--- src/rtl/window_generator_3x3.sv ---
// 3x3 sliding-window generator for a raster-order pixel stream.
// Two line buffers supply the two rows above the incoming pixel. A 3x3 shift
// register gathers the current neighbourhood. Complete windows are held on
// win_0..win_8 under a valid/ready handshake toward the dot-product engine.
module window_generator_3x3 #(
    parameter int IMG_W = 28,
    parameter int IMG_H = 28,
    parameter int PIX_W = 8
) (
    input  logic             clk,
    input  logic             rst,
    input  logic [PIX_W-1:0] pix_in,
    input  logic             pix_valid,
    output logic             pix_ready,
    output logic [PIX_W-1:0] win_0,
    output logic [PIX_W-1:0] win_1,
    output logic [PIX_W-1:0] win_2,
    output logic [PIX_W-1:0] win_3,
    output logic [PIX_W-1:0] win_4,
    output logic [PIX_W-1:0] win_5,
    output logic [PIX_W-1:0] win_6,
    output logic [PIX_W-1:0] win_7,
    output logic [PIX_W-1:0] win_8,
    output logic             win_valid,
    input  logic             win_ready,
    output logic             frame_done
);

    localparam int COL_W = (IMG_W > 1) ? $clog2(IMG_W) : 1;
    localparam int ROW_W = (IMG_H > 1) ? $clog2(IMG_H) : 1;

    typedef logic [PIX_W-1:0] pix_t;

    logic [COL_W-1:0] col;
    logic [ROW_W-1:0] row;

    // line_1 holds row-1, line_2 holds row-2, both indexed by column
    pix_t line_1 [IMG_W];
    pix_t line_2 [IMG_W];

    // Neighbourhood shift register: [row][col], row 0 = oldest row, col 2 = newest column
    pix_t sr      [3][3];
    pix_t sr_next [3][3];

    pix_t win_q [9];

    logic accept;
    logic last_col;
    logic last_row;
    logic win_hit;

    // The window register may take a new pixel whenever it is empty or being drained
    assign pix_ready = !win_valid || win_ready;
    assign accept    = pix_valid && pix_ready;
    assign last_col  = (col == COL_W'(IMG_W - 1));
    assign last_row  = (row == ROW_W'(IMG_H - 1));

    // Only pixels with two rows above and two columns to the left close a window,
    // so windows never straddle a row or frame boundary
    assign win_hit   = (row >= ROW_W'(2)) && (col >= COL_W'(2));

    // Neighbourhood as it will look after the current pixel is shifted in
    always_comb begin
        // NOTE: every element is assigned on every pass, so no latch is inferred.
        for (int r = 0; r < 3; r++) begin
            sr_next[r][0] = sr[r][1];
            sr_next[r][1] = sr[r][2];
        end
        sr_next[0][2] = line_2[col];
        sr_next[1][2] = line_1[col];
        sr_next[2][2] = pix_in;
    end

    // Line buffers and shift register advance once per accepted pixel
    always_ff @(posedge clk) begin
        // NOTE: storage arrays carry no reset; the row/col gating keeps stale
        // contents out of every valid window.
        if (accept) begin
            line_2[col] <= line_1[col];
            line_1[col] <= pix_in;
            sr          <= sr_next;
        end
    end

    // Raster position, window output register and frame-end pulse
    always_ff @(posedge clk) begin
        // NOTE: sequential state uses non-blocking assignments so every
        // register samples pre-edge values.
        if (rst) begin
            col        <= '0;
            row        <= '0;
            win_valid  <= 1'b0;
            frame_done <= 1'b0;
            for (int i = 0; i < 9; i++) begin
                win_q[i] <= '0;
            end
        end else begin
            frame_done <= accept && last_col && last_row;

            if (accept) begin
                if (last_col) begin
                    col <= '0;
                    row <= last_row ? '0 : row + 1'b1;
                end else begin
                    col <= col + 1'b1;
                end
            end

            if (accept && win_hit) begin
                win_valid <= 1'b1;
                for (int r = 0; r < 3; r++) begin
                    for (int c = 0; c < 3; c++) begin
                        win_q[r*3 + c] <= sr_next[r][c];
                    end
                end
            end else if (win_ready) begin
                win_valid <= 1'b0;
            end
        end
    end

    assign win_0 = win_q[0];
    assign win_1 = win_q[1];
    assign win_2 = win_q[2];
    assign win_3 = win_q[3];
    assign win_4 = win_q[4];
    assign win_5 = win_q[5];
    assign win_6 = win_q[6];
    assign win_7 = win_q[7];
    assign win_8 = win_q[8];

endmodule

--- config.mk ---
export PLATFORM = sky130hd
export DESIGN_NAME = window_generator_3x3
export DESIGN_NICKNAME = d
export VERILOG_FILES = /design/src/rtl/window_generator_3x3.sv
export SDC_FILE = /design/constraint.sdc
export NUM_CORES = 1
export LEC_CHECK = 0
export ABC_AREA = 1
export ABC_CLOCK_PERIOD_IN_PS = 11630
export CORE_MARGIN = 10
export CORE_UTILIZATION = 50
export DETAILED_ROUTE_END_ITERATION = 16
export PLACE_DENSITY_LB_ADDON = 0.3
export SLEW_MARGIN = 30
export SYNTH_ARGS = -nofsm -noshare
export SYNTH_HDL_FRONTEND = slang
export SYNTH_SLANG_ARGS = --single-unit
export TNS_END_PERCENT = 30
--- constraint.sdc ---
create_clock -name clk -period 11.63 [get_ports clk]
set_input_delay 3.489 -clock clk [delete_from_list [all_inputs] [get_ports clk]]
set_output_delay 3.489 -clock clk [all_outputs]
set_load 0.005 [all_outputs]
==> results.ini <==
[run_status]
status = complete, no violations

[synth]
yosysSeqAreaShare = 0.744
synthesis.area_um2 = 23400
yosysWarnings = 0
synth_cells = 2014
synth.avg_cell_area_um2 = 11.6
synth_seq_cells = 585
synth.top_cell.area_share = 0.729
yosys-top-cells-count = 628 x nand2_1, 568 x edfxtp_1, 256 x nand3_1, 186 x inv_1, 157 x nor2_1
synth-edff-count = 568
ys_types = 25
yosys_most_used_dff = edfxtp_1
synthesis.nets = 2032
synth_most_common_cell = nand2_1
synth_top_cell_by_area = edfxtp_1
synth.area.top_cells = edfxtp_1 73%, nand2_1 10%, nand3_1 5.5%
async_flop_share = 0

[setup_path]
reg2reg_slack_ns = 7.51
r2r_end = line_2[19][5]$_DFFE_PP_
rr_worst_depth = 10
worstSetupPathType = input pin to output pin
cp-end-kind = output pin
start_kind = input pin
worstPathArrival_ns = 4.59
path_max_fanout = 3
crit_start = win_ready
cp.required_ns = 8.14

[sta]
hold_viol = 0
fmax_mhz = 124
timing.hold.ws_ns = 0.450
grt_setup_unrepaired = no
fin_crit_sh = 0.694
finalSetupViolations = 0
max_slew.worst_pin.slew_ns = 0.963
maxSlewViolCount = 0
min_period_ns = 8.08
finClkSkew_ns = 0.0306
slew_headroom = 0.358
finalSetupTns_ns = 0

[die]
start_util = 0.504
rows = 79
io_pins = 87
dieWidth_um = 236
die_area_um2 = 55800
core_area_um2 = 46400
dieHeight_um = 236

[cts]
clk_pin_slew_ns = 0.06
cts_tree = done
clk_path_buf_depth = 3
post_cts_buffers = 0
ctsRootBufferMaster = clkbuf_16
htreeDepth = 2
hold_buffers = 0
insertion_delay_ns = 0.62
numCtsBuffers = 56
cts_resized = 0
clkSinkCount = 585

[final_layout]
regArea_um2 = 17400
syn2layout_area_growth_pct = 14.4
n_fill_cell = 3704
drive_gt1_frac = 0.0726
fin_nets = 2121
num_antenna_cells = 0
multi_input_area_um2 = 4850

[drt]
via_count = 14700
post-route-drc-count = 0
wl_per_cell_um = 19.4
drt-vias-per-instance = 5.31
postRouteAntennaNets = 0
first_iter_violations = 1686
drtPass1Iterations = 5
finalWirelength_um = 53600

[placed_design]
gp_congestion = 0.929
io_buffer_count = 86
dp_hpwl_um = 31900

[min_path]
holdPathEnd = sr[9]$_DFFE_PP_
hp-class = register to register
hold_path_depth = 0
hp-start = sr[1]$_DFFE_PP_

[power]
vdd_ir_drop_max_uv = 105
p_per_area_nw_per_um2 = 169
power_leakage_nw = 10.4

[global_routing]
grt_overflow_total = 0
grt_antenna_before_repair = 1
grt_max_degree = 119
grt_pass1_vias = 13900
grt_pass1_wl_um = 81600
gr-usage-all-layers = 0.187

[job]
maxCapViolations = 0

==> cells by family (layout without fill, tap and decap cells) <==
kind of cell             after synthesis  in the layout  share of synthesized area
AO/OA/AOI/OAI                         72             72                     0.0168
XOR/XNOR                               2              2                   0.000749
adder cells (fa/ha/maj)                6              6                    0.00321
buffers and inverters                288            424                     0.0493
flip-flops                           585            585                      0.744
AND/OR/NAND/NOR                     1061           1061                      0.186
==> per-stage QoR <==
stage | worst slack [ns] | util | instances | total power (W) | instance area [µm²]
floorplan | 4.55 | - | 2014 | 0.00261 | 23400
global placement | 3.55 | 0.537 | 2651 | 0.00276 | 24900
detailed placement | 3.56 | 0.537 | 2651 | 0.00276 | 24900
CTS | 3.55 | 0.577 | 2756 | 0.00456 | 26700
global route | 3.49 | 0.577 | 2757 | 0.00468 | 26800
finish | 3.55 | 0.577 | 2757 | 0.00453 | 26800
==> layout make-up <==
| type | instances | area share |
|---|---|---|
| sequential | 585 | 0.651 |
| multi-input combinational | 1141 | 0.181 |
| clock buffer | 67 | 0.0547 |
| tap | 607 | 0.0284 |
| clock inverter | 38 | 0.0141 |
| inverter | 188 | 0.0266 |
| timing repair buffer | 131 | 0.0443 |
==> worst max path at each step <==
| stage | end | slack [ns] | cells after the start |
|---|---|---|---|
| floorplan | pix_ready | 4.55 | 2 |
| global placement | pix_ready | 3.55 | 4 |
| detailed placement | pix_ready | 3.56 | 4 |
| CTS | pix_ready | 3.55 | 4 |
| global route | pix_ready | 3.49 | 4 |
| finish | pix_ready | 3.55 | 4 |
==> state kept, by name (all words and copies together) (netlist names), named ones only <==
name        count
line_1        224
row             5
col             5
win_q          72
win_valid       1
frame_done      1
line_2        224
sr             48
==> placed cells by master (no fill, tap or decap), types with 2 or more instances in the layout <==
master and instances:
o21ai_0 38, inv_6 3, buf_2 5, nor2_2 4
or2_2 4, inv_2 3, inv_1 183, clkinv_1 11
buf_4 44, nor2_1 153, clkbuf_1 9, clkinv_2 16
clkdlybuf4s50_1 81, dfxtp_1 14, clkbuf_16 56, ha_1 6
nor3_2 3, bufinv_16 7, o211ai_1 11, edfxtp_1 568
a21oi_1 22, clkbuf_8 2, nand2_1 628, nand3_1 256
nor3_1 7, dfxtp_4 2, nand4_1 3
==> power by group <==
group | switching [W] | total (W) | leakage (nW) | internal, W
clock network | 0.000758 | 0.00181 | 0.910 | 0.00105
registers | 0.0000165 | 0.00240 | 5.39 | 0.00238
logic | 0.000245 | 0.000325 | 4.10 | 0.0000801
==> layer usage <==
| metal | vias up | wire, µm | global-route usage |
|---|---|---|---|
| met5 | - | 0 | 0 |
| met4 | 0 | 1810 | 0.0703 |
| met3 | 111 | 4750 | 0.0402 |
| met2 | 605 | 24100 | 0.287 |
| met1 | 6995 | 22900 | 0.258 |
| li1 | 6942 | - | - |
==> critical path, cell delays in order <==
cell             delay, ns
clkdlybuf4s50_1       0.45
inv_1                 0.04
nand2_1               0.09
clkdlybuf4s50_1       0.51
Note: power is estimated with default switching activity, not from simulation.
